[src/rtl/aes_round_sequencer.sv]
// Iterative AES round controller: key whitening, then 10 or 14 issues of one
// shared round datapath, with round-key indexing and last-round flagging.
module aes_round_sequencer #(
    parameter int DATA_WIDTH = 128,
    parameter int IDX_WIDTH  = 4
) (
    input  logic                  clk,
    input  logic                  rst,
    input  logic                  in_valid,
    output logic                  in_ready,
    input  logic [DATA_WIDTH-1:0] in_state,
    input  logic                  key_len,
    output logic [IDX_WIDTH-1:0]  rk_idx,
    input  logic [DATA_WIDTH-1:0] rk_data,
    output logic                  rnd_valid,
    output logic [DATA_WIDTH-1:0] rnd_state,
    output logic                  rnd_last,
    input  logic                  rnd_valid_in,
    input  logic [DATA_WIDTH-1:0] rnd_state_in,
    output logic                  out_valid,
    input  logic                  out_ready,
    output logic [DATA_WIDTH-1:0] out_state,
    output logic                  busy
);

    typedef enum logic [1:0] {
        IDLE,
        ISSUE,
        WAIT,
        DONE
    } state_e;

    state_e                fsm_q, fsm_d;
    logic [IDX_WIDTH-1:0]  round_q, round_d;
    logic [DATA_WIDTH-1:0] state_q, state_d;
    logic                  nr_q, nr_d;

    logic [IDX_WIDTH-1:0]  nr_rounds;
    logic                  is_last;

    assign nr_rounds = nr_q ? IDX_WIDTH'(14) : IDX_WIDTH'(10);
    assign is_last   = (round_q == nr_rounds);

    always_ff @(posedge clk) begin
        if (rst) begin
            fsm_q   <= IDLE;
            round_q <= '0;
            state_q <= '0;
            nr_q    <= 1'b0;
        end else begin
            fsm_q   <= fsm_d;
            round_q <= round_d;
            state_q <= state_d;
            nr_q    <= nr_d;
        end
    end

    always_comb begin
        fsm_d     = fsm_q;
        round_d   = round_q;
        state_d   = state_q;
        nr_d      = nr_q;
        in_ready  = 1'b0;
        rk_idx    = '0;
        rnd_valid = 1'b0;
        rnd_state = '0;
        rnd_last  = 1'b0;
        out_valid = 1'b0;
        out_state = '0;
        busy      = 1'b1;

        unique case (fsm_q)
            IDLE: begin
                in_ready = 1'b1;
                busy     = 1'b0;
                if (in_valid) begin
                    state_d = in_state ^ rk_data;
                    nr_d    = key_len;
                    round_d = IDX_WIDTH'(1);
                    fsm_d   = ISSUE;
                end
            end
            ISSUE: begin
                rnd_valid = 1'b1;
                rnd_state = state_q;
                rk_idx    = round_q;
                rnd_last  = is_last;
                fsm_d     = WAIT;
            end
            WAIT: begin
                // Key must stay put: the datapath reads it combinationally.
                rk_idx = round_q;
                if (rnd_valid_in) begin
                    state_d = rnd_state_in;
                    if (is_last) begin
                        fsm_d = DONE;
                    end else begin
                        round_d = round_q + IDX_WIDTH'(1);
                        fsm_d   = ISSUE;
                    end
                end
            end
            DONE: begin
                out_valid = 1'b1;
                out_state = state_q;
                if (out_ready) begin
                    round_d = '0;
                    fsm_d   = IDLE;
                end
            end
            default: begin
                fsm_d = IDLE;
            end
        endcase
    end

endmodule

[config.mk]
export PLATFORM = sky130hd
export DESIGN_NAME = aes_round_sequencer
export DESIGN_NICKNAME = d
export VERILOG_FILES = /design/src/rtl/aes_round_sequencer.sv
export SDC_FILE = /design/constraint.sdc
export NUM_CORES = 1
export LEC_CHECK = 0
export CORE_AREA = 2 2 256 258
export DETAILED_ROUTE_END_ITERATION = 8
export DIE_AREA = 0 0 258 260
export SLEW_MARGIN = 5
export SYNTH_ARGS = -nofsm -noshare
export SYNTH_HDL_FRONTEND = slang
export SYNTH_SLANG_ARGS = --single-unit
[constraint.sdc]
create_clock -name clk -period 4.65 [get_ports clk]
set_input_delay 0.93 -clock clk [delete_from_list [all_inputs] [get_ports clk]]
set_output_delay 0.93 -clock clk [all_outputs]
set_load 0.1 [all_outputs]
==> results of run 1 <==
critical path, stage by stage (launching register included):
cell             delay (ns)
dfxtp_1                0.48
ha_4                   0.59
and2_1                 0.22
clkdlybuf4s50_1        1.13
report_power, final:
group          internal, mW  total, mW  switching [mW]  leakage [nW]
Sequential             1.64       2.04           0.404          1.11
Combinational          1.46       5.17            3.72          4.77
Clock                  1.08       1.68           0.600         0.342
cell families (layout without fill, tap and decap cells):
group / Yosys count / count (layout) / share of synthesized area
simple gates: 667 / 667 / 0.358
buf+inv: 106 / 699 / 0.0530
compound gates: 270 / 270 / 0.154
xor+xnor: 129 / 129 / 0.126
fa+ha+maj: 6 / 6 / 0.00837
flops: 135 / 135 / 0.301
flip-flops by register name, summed over array words and instances, names as in the netlist:
register and count:
state_q 128, fsm_q 2, round_q 4, nr_q 1
cells in the mapped netlist (2+ instances only):
| library cell | n |
|---|---|
| nand2b_1 | 3 |
| o41ai_1 | 2 |
| buf_2 | 41 |
| nor2b_1 | 3 |
| and2_1 | 261 |
| nand2_1 | 386 |
| inv_1 | 4 |
| nand4_1 | 4 |
| clkbuf_1 | 57 |
| and4_1 | 2 |
| dfxtp_1 | 135 |
| ha_1 | 6 |
| o31ai_1 | 2 |
| a21oi_1 | 133 |
| nand3_1 | 3 |
| buf_6 | 3 |
| xnor2_1 | 129 |
| nor2_1 | 2 |
| o21ai_0 | 128 |
layer usage:
metal  vias up  global-route usage
li1       5327                   -
met1      4473               0.132
met2       385               0.203
met3        32              0.0307
met4         0              0.0417
met5         -                   0
worst paths after layout:
path	start	end	slack, ns	depth (start not counted)
setup / recovery	fsm_q[0]$_SDFFE_PP0P_	rnd_state[37]	0.76	3
hold / removal	state_q[88]$_SDFFE_PP0P_	state_q[88]$_SDFFE_PP0P_	0.46	2
setup reg to reg	fsm_q[0]$_SDFFE_PP0P_	fsm_q[1]$_SDFFE_PP0P_	2.13	6
hold reg to reg	state_q[88]$_SDFFE_PP0P_	state_q[88]$_SDFFE_PP0P_	0.46	2
final cells by class:
type / instances / area [um2] / area share
Multi-Input combinational cell: 1072 / 5840 / 0.352
Clock inverter: 14 / 267 / 0.0161
Timing Repair Buffer: 663 / 6270 / 0.378
Tap cell: 855 / 1070 / 0.0645
Inverter: 4 / 15.0 / 0.000905
Sequential cell: 135 / 2700 / 0.163
Clock buffer: 18 / 439 / 0.0265
==> flow_metrics.env, run 1 <==
export IMPL_status="complete, no violations"
export IMPL_drv_cap=0
export IMPL_min_path_type="reg -> reg"
export IMPL_avgSynthCellArea_um2=6.83
export IMPL_grt_max_degree=136
export IMPL_dp_slack_ns=1.22
export IMPL_portBuffers=654
export IMPL_ant_nets=0
export IMPL_diodes=0
export IMPL_start_util=0.140
export IMPL_crit_path_max_fanout=59
export IMPL_layout_commonest_cell="clkdlybuf4s50_1"
export IMPL_placed_area_mm2=0.0159
export IMPL_die_area_mm2=0.0671
export IMPL_wl_per_cell_um=14.7
export IMPL_grt_pass1_wl_um=58500
export IMPL_first_pass_iters=6
export IMPL_arrival_ns=2.96
export IMPL_wl_met3_um=2800
export IMPL_ys_types=28
export IMPL_top_layer_used="met4"
export IMPL_die_x_um=258
export IMPL_worst_slew_pin_slew_ns=1.01
export IMPL_report_final_setup_viol=0
export IMPL_cts_root_buf="clkbuf_16"
export IMPL_vias=10217
export IMPL_grt_pass1_vias=9781
export IMPL_netlist_area_mm2=0.00897
export IMPL_final_util=0.259
export IMPL_wl_met2_um=20200
export IMPL_synth_nets=1709
export IMPL_hold_buffers=0
export IMPL_clock_sinks=135
export IMPL_dp_cells=2729
export IMPL_boundaryPins=655
export IMPL_antenna_found_initial=1
export IMPL_synth_top_area_share=0.301
export IMPL_hold_slack_ns=0.456
export IMPL_finalHoldViolations=0
export IMPL_setup_ws_ns=0.758
export IMPL_maxSlewViolCount=0
export IMPL_row_count=93
export IMPL_wirelength_um=40500
export IMPL_die_h_um=260
export IMPL_ys_flop_type="dfxtp_1"
export IMPL_drt_initial_drc_count=408
export IMPL_max_freq_ghz=0.257
export IMPL_maxSlewHeadroom=0.325
export IMPL_cts_made_buffers=17
export IMPL_fin_skew_ns=0.0232
export IMPL_cts_setup_buffers=0
export IMPL_yosysSeqAreaShare=0.301
export IMPL_ys_warn_count=0
export IMPL_wl_met1_um=16800
export IMPL_worstSetupEndpointType="output port"
export IMPL_fillers=7044
export IMPL_startpoint_type="flip-flop"
export IMPL_ir_worst_vdd_mv=0.407
export IMPL_coreArea_mm2=0.0641
export IMPL_required_ns=3.72
export IMPL_power_density_mw_per_mm2=536
export IMPL_period_share=0.837
export IMPL_leakagePower_nw=6.23
export IMPL_synthCells=1313
export IMPL_fin_nets=2289
export IMPL_ctsResizeCount=0
export IMPL_power_mw=8.89
export IMPL_dp_hpwl_um=31500
export IMPL_grt_ovfl_total=0
export IMPL_synth_edf_count=0
export IMPL_crit_type="reg -> out"
export IMPL_ys_async_sr_fraction=0
export IMPL_grt_setup_unrepaired="false"
export IMPL_cts_buffer_depth=2
export IMPL_drive_gt1_frac=0.112
export IMPL_grtUsageTotal=0.115
export IMPL_fin_area_mm2=0.0166
export IMPL_drc=0
export IMPL_gp_congestion=0.812
export IMPL_synth_seq_cells=135
export IMPL_h_tree_depth=4
export IMPL_setup_tns_final_ns=0
export IMPL_vias_per_cell=3.70
export IMPL_final_cell_mix="clkdlybuf4s50_1 (486), nand2_1 (386), and2_1 (261)"
export IMPL_synth_top_cell_by_area="dfxtp_1"
export IMPL_ys_top_cells_by_area="dfxtp_1 (30%), and2_1 (18%), nand2_1 (16%)"
export IMPL_layoutNonFillerInstCount=2761
export IMPL_finalCriticalPeriod_ns=3.89
export IMPL_synthToLayoutAreaGrowth_pct=85.1
export IMPL_clkLatencyLatePin_ns=0.48
export IMPL_path_clk_slew_ns=0.07
export IMPL_cts_tree="yes"
No activity file was read; power rests on OpenSTA's default activity.
==> run 2: changes to the inputs <==
==> constraint.sdc (replaced) <==
create_clock -name clk -period 3.4 [get_ports clk]
set_input_delay 0.68 -clock clk [delete_from_list [all_inputs] [get_ports clk]]
set_output_delay 0.68 -clock clk [all_outputs]
set_load 0.1 [all_outputs]
==> flow_metrics.env, run 2 (same netlist as run 1, synthesis figures left out) <==
export IMPL_status="complete, no violations"
export IMPL_fin_area_mm2=0.0163
export IMPL_crit_type="reg -> out"
export IMPL_worstSetupEndpointType="output port"
export IMPL_drive_gt1_frac=0.167
export IMPL_setup_tns_final_ns=0
export IMPL_portBuffers=654
export IMPL_cts_setup_buffers=0
export IMPL_crit_path_start="fsm_q[0]$_SDFFE_PP0P_"
export IMPL_synthToLayoutAreaGrowth_pct=82.1
export IMPL_start_util=0.140
export IMPL_worst_slew_pin_slew_ns=0.715
export IMPL_ir_worst_vdd_mv=0.480
export IMPL_fin_skew_ns=0.00980
export IMPL_critPathTopFamily="adder cells"
export IMPL_maxSlewViolCount=0
export IMPL_h_tree_depth=4
export IMPL_finalCriticalPeriod_ns=2.98
export IMPL_final_cell_mix="clkdlybuf4s50_1 (388), nand2_1 (386), buf_4 (276)"
export IMPL_placed_area_mm2=0.0157
export IMPL_slowest_delay_ns=0.59
export IMPL_antenna_found_initial=1
export IMPL_ant_nets=0
export IMPL_critPathCapture="out_state[65]"
export IMPL_reg2reg_setup_slack_ns=1.09
export IMPL_die_h_um=260
export IMPL_clock_sinks=135
export IMPL_crit_path_max_fanout=59
export IMPL_cts_made_buffers=17
export IMPL_grt_pass1_vias=9788
export IMPL_boundaryPins=655
export IMPL_cts_buffer_depth=2
export IMPL_largest_register_ffs=128
export IMPL_grtUsageTotal=0.116
export IMPL_period_share=0.878
export IMPL_fin_nets=2298
export IMPL_grt_pass1_wl_um=58800
export IMPL_power_mw=11.8
export IMPL_vias=10368
export IMPL_reg_top3="state_q x128, round_q x4, fsm_q x2"
export IMPL_layout_commonest_cell="clkdlybuf4s50_1"
export IMPL_first_pass_iters=5
export IMPL_hold_buffers=0
export IMPL_grt_ovfl_total=0
export IMPL_clkLatencyLatePin_ns=0.47
export IMPL_dp_hpwl_um=31600
export IMPL_top_register="state_q"
export IMPL_drc=0
export IMPL_finalHoldViolations=0
export IMPL_die_x_um=258
export IMPL_ctsResizeCount=0
export IMPL_rr_endpoint="state_q[111]$_SDFFE_PP0P_"
export IMPL_drt_initial_drc_count=484
export IMPL_grt_max_degree=136
export IMPL_hold_slack_ns=0.457
export IMPL_report_final_setup_viol=0
export IMPL_arrival_ns=2.30
export IMPL_worstReg2RegStart="fsm_q[0]$_SDFFE_PP0P_"
export IMPL_power_density_mw_per_mm2=723
export IMPL_wl_per_cell_um=14.6
export IMPL_r2r_cells=7
export IMPL_path_clk_slew_ns=0.06
export IMPL_crit_path_top_delay_cell="ha_4"
export IMPL_leakagePower_nw=6.42
export IMPL_final_util=0.255
export IMPL_cts_tree="yes"
export IMPL_grt_setup_unrepaired="false"
export IMPL_gp_congestion=0.821
export IMPL_row_count=93
export IMPL_maxSlewHeadroom=0.518
export IMPL_fillers=7063
export IMPL_coreArea_mm2=0.0641
export IMPL_vias_per_cell=3.74
export IMPL_cts_root_buf="clkbuf_16"
export IMPL_crit_buf_inv=2
export IMPL_min_path_type="reg -> reg"
export IMPL_max_freq_ghz=0.335
export IMPL_die_area_mm2=0.0671
export IMPL_worstPathCellList="ha_4 > buf_12 > and2_1 > buf_4"
export IMPL_wirelength_um=40400
export IMPL_startpoint_type="flip-flop"
export IMPL_required_ns=2.72
export IMPL_crit_cells=4
export IMPL_drv_cap=0
-- run 2: cell types whose count changed in the layout (fill, tap and decap cells not counted) --
cell             previous run  this run
clkinv_4                    1         2
buf_4                     171       276
bufinv_16                   7         2
clkbuf_8                    1         3
inv_6                       4         1
clkinvlp_4                  1         3
clkdlybuf4s50_1           486       388
diode_2                     0         2
clkinv_2                    1         3
buf_12                      6         8
-- run 2: power by group --
group	internal, mW	switching, mW
Clock	1.13	0.784
Sequential	2.24	0.522
Combinational	2.00	5.13
-- run 2: layout make-up --
| cell class | instances | area, um2 | area share |
|---|---|---|---|
| antenna | 2 | 5.00 | 0.000306 |
| clock buffer | 20 | 467 | 0.0286 |
| clock inverter | 11 | 124 | 0.00758 |
| inverter | 4 | 15.0 | 0.000919 |
| multi-input combinational | 1072 | 5840 | 0.357 |
| sequential | 135 | 2700 | 0.165 |
| tap | 855 | 1070 | 0.0655 |
| timing repair buffer | 672 | 6120 | 0.374 |
-- run 2: how the worst min path moves through the flow --
stage          slack (ns)                       from  cells past startpoint                         to
4_1_cts              0.46  state_q[117]$_SDFFE_PP0P_                      2  state_q[117]$_SDFFE_PP0P_
2_1_floorplan        0.44  state_q[100]$_SDFFE_PP0P_                      2  state_q[100]$_SDFFE_PP0P_
3_5_place_dp         0.45  state_q[117]$_SDFFE_PP0P_                      2  state_q[117]$_SDFFE_PP0P_
5_1_grt              0.47   state_q[55]$_SDFFE_PP0P_                      2   state_q[55]$_SDFFE_PP0P_
3_3_place_gp         0.45   state_q[55]$_SDFFE_PP0P_                      2   state_q[55]$_SDFFE_PP0P_
6_report             0.46  state_q[117]$_SDFFE_PP0P_                      2  state_q[117]$_SDFFE_PP0P_
-- run 2: worst reg2reg max path: cells and delay by family, from the launching register on --
kind | cells | cell delay (ns)
AND/OR/NAND/NOR | 2 | 0.30
flip-flops | 1 | 0.48
buffers and inverters | 2 | 0.42
AO/OA/AOI/OAI | 2 | 0.68
adder cells (fa/ha/maj) | 1 | 0.34
-- run 2: layer usage --
layer / global-route usage / up-vias / part of all wire
li1: - / 5353 / -
met1: 0.132 / 4591 / 0.41
met2: 0.206 / 383 / 0.51
met3: 0.0311 / 41 / 0.065
met4: 0.0427 / 0 / 0.020
met5: 0 / - / 0
-- run 2: through the flow --
step,cells,setup WS [ns]
2_1_floorplan,1313,0.172
3_3_place_gp,2738,0.886
3_5_place_dp,2738,0.835
4_1_cts,2769,0.293
5_1_grt,2769,0.177
6_report,2771,0.416
==> run 3: changes to the inputs <==
==> constraint.sdc (replaced) <==
create_clock -name clk -period 2.8 [get_ports clk]
set_input_delay 0.56 -clock clk [delete_from_list [all_inputs] [get_ports clk]]
set_output_delay 0.56 -clock clk [all_outputs]
set_load 0.1 [all_outputs]
==> flow_metrics.env, run 3 (same netlist as run 1, synthesis figures left out) <==
export IMPL_status="complete, no violations"
export IMPL_cts_tree="yes"
export IMPL_crit_top_cell="buf_12"
export IMPL_hold_depth=2
export IMPL_drc=0
export IMPL_power_density_mw_per_mm2=792
export IMPL_sw_frac_of_total=0.512
export IMPL_r2r_cells=7
export IMPL_row_count=93
export IMPL_die_x_um=258
export IMPL_vias=10537
export IMPL_cts_setup_buffers=0
export IMPL_report_final_setup_viol=0
export IMPL_period_share=0.933
export IMPL_ctsResizeCount=0
export IMPL_required_ns=2.24
export IMPL_path_clk_slew_ns=0.06
export IMPL_fin_nets=2319
export IMPL_grtUsageTotal=0.122
export IMPL_dp_hpwl_um=34100
export IMPL_grt_setup_unrepaired="false"
export IMPL_reg_top3="state_q x128, round_q x4, fsm_q x2"
export IMPL_worstReg2RegStart="fsm_q[0]$_SDFFE_PP0P_"
export IMPL_min_from="state_q[92]$_SDFFE_PP0P_"
export IMPL_drive_gt1_frac=0.190
export IMPL_wl_per_cell_um=15.1
export IMPL_wirelength_um=42300
export IMPL_vias_per_cell=3.78
export IMPL_rr_endpoint="state_q[41]$_SDFFE_PP0P_"
export IMPL_critPathTopFamily="flip-flops"
export IMPL_power_frac_seq=0.210
export IMPL_finalHoldViolations=0
export IMPL_h_tree_depth=4
export IMPL_worst_slew_pin_slew_ns=0.680
export IMPL_first_pass_iters=5
export IMPL_power_mw=15.8
export IMPL_synthToLayoutAreaGrowth_pct=122
export IMPL_cts_root_buf="clkbuf_16"
export IMPL_crit_path_top_delay_cell="dfxtp_1"
export IMPL_grt_pass1_vias=10009
export IMPL_layout_commonest_cell="clkdlybuf4s50_1"
export IMPL_coreArea_mm2=0.0641
export IMPL_maxSlewViolCount=0
export IMPL_worstPathCellList="ha_4 > buf_12 > and2_1 > buf_12"
export IMPL_clock_sinks=135
export IMPL_multi_input_area_mm2=0.00587
export IMPL_cts_buffer_depth=2
export IMPL_drt_initial_drc_count=329
export IMPL_drv_cap=0
export IMPL_p_int_mw=7.68
export IMPL_worstSetupEndpointType="output port"
export IMPL_min_path_type="reg -> reg"
export IMPL_grt_max_degree=70
export IMPL_die_area_mm2=0.0671
export IMPL_maxSlewHeadroom=0.546
export IMPL_antenna_found_initial=0
export IMPL_fillers=6702
export IMPL_fin_skew_ns=0.00721
export IMPL_cts_made_buffers=17
export IMPL_grt_ovfl_total=0
export IMPL_top_register="state_q"
export IMPL_gp_congestion=0.788
export IMPL_finalCriticalPeriod_ns=2.61
export IMPL_slowest_delay_ns=0.48
export IMPL_pwr_share_comb=0.648
export IMPL_final_util=0.310
export IMPL_startpoint_type="flip-flop"
export IMPL_arrival_ns=2.05
export IMPL_power_share_clock=0.141
export IMPL_diodes=0
export IMPL_grt_pass1_wl_um=61300
export IMPL_ant_nets=0
export IMPL_clkLatencyLatePin_ns=0.47
export IMPL_max_freq_ghz=0.383
export IMPL_boundaryPins=655
export IMPL_register_area_mm2=0.00270
export IMPL_portBuffers=654
export IMPL_largest_register_ffs=128
export IMPL_crit_path_max_fanout=69
export IMPL_start_util=0.140
export IMPL_final_cell_mix="clkdlybuf4s50_1 (388), nand2_1 (386), buf_12 (279)"
export IMPL_crit_buf_inv=2
export IMPL_hold_buffers=0
export IMPL_leakagePower_nw=7.29
export IMPL_ir_worst_vdd_mv=0.590
export IMPL_crit_type="reg -> out"
export IMPL_hold_path_endpoint="state_q[92]$_SDFFE_PP0P_"
export IMPL_reg2reg_setup_slack_ns=0.63
export IMPL_die_h_um=260
export IMPL_switchingPower_mw=8.07
[run 3: per-layer routing]
layer | share of wire | vias to the layer above | track usage
met5 | 0 | - | 0
met2 | 0.51 | 395 | 0.214
met1 | 0.39 | 4692 | 0.136
met3 | 0.073 | 51 | 0.0394
met4 | 0.027 | 0 | 0.0474
li1 | - | 5399 | -
[run 3: metrics by stage]
| step | setup TNS, ns | instances | area [um2] | setup slack (ns) | hold slack [ns] |
|---|---|---|---|---|---|
| after detailed placement | 0 | 2758 | 19300 | 0.552 | 0.448 |
| after global placement | 0 | 2758 | 19300 | 0.581 | 0.443 |
| after floorplan | -0.295 | 1313 | 9010 | -0.00295 | 0.436 |
| final | 0 | 2791 | 19900 | 0.189 | 0.453 |
| after CTS | 0 | 2790 | 19900 | 0.0211 | 0.457 |
| after global routing | 0 | 2791 | 19900 | 0.0318 | 0.478 |
[run 3: worst reg2reg max path, stage by stage, from the launching register on]
cell	delay, ns
dfxtp_1	0.48
inv_1	0.14
ha_1	0.36
nand2b_1	0.20
o211a_4	0.22
buf_12	0.24
nand2_1	0.30
a21oi_1	0.16
[run 3: worst max path at each step]
stage | cells past startpoint | to | start | slack (ns)
global placement | 5 | round_q[0]$_SDFFE_PP0P_ | rnd_valid_in | 0.58
floorplan | 4 | out_state[100] | fsm_q[0]$_SDFFE_PP0P_ | -0.003
global route | 4 | out_state[63] | fsm_q[0]$_SDFFE_PP0P_ | 0.03
detailed placement | 4 | out_state[63] | fsm_q[0]$_SDFFE_PP0P_ | 0.55
CTS | 4 | out_state[63] | fsm_q[0]$_SDFFE_PP0P_ | 0.02
finish | 4 | out_state[63] | fsm_q[0]$_SDFFE_PP0P_ | 0.19
[run 3: layout make-up]
class	instances	share of cell area
flip-flops and latches	135	0.136
clock inverters	7	0.00346
well taps	855	0.0538
clock buffers	25	0.0249
inverters	4	0.000755
multi-input cells	1072	0.295
repair buffers	693	0.486
[run 3: power by group through the flow]
| stage | sequential (mW) | combinational (mW) | clock [mW] |
|---|---|---|---|
| after floorplan | 3.08 | 6.38 | 0 |
| after global placement | 3.36 | 10.3 | 0 |
| after detailed placement | 3.37 | 10.3 | 0 |
| after CTS | 3.33 | 10.4 | 2.35 |
| after global routing | 3.44 | 11.0 | 2.42 |
| final | 3.31 | 10.2 | 2.23 |
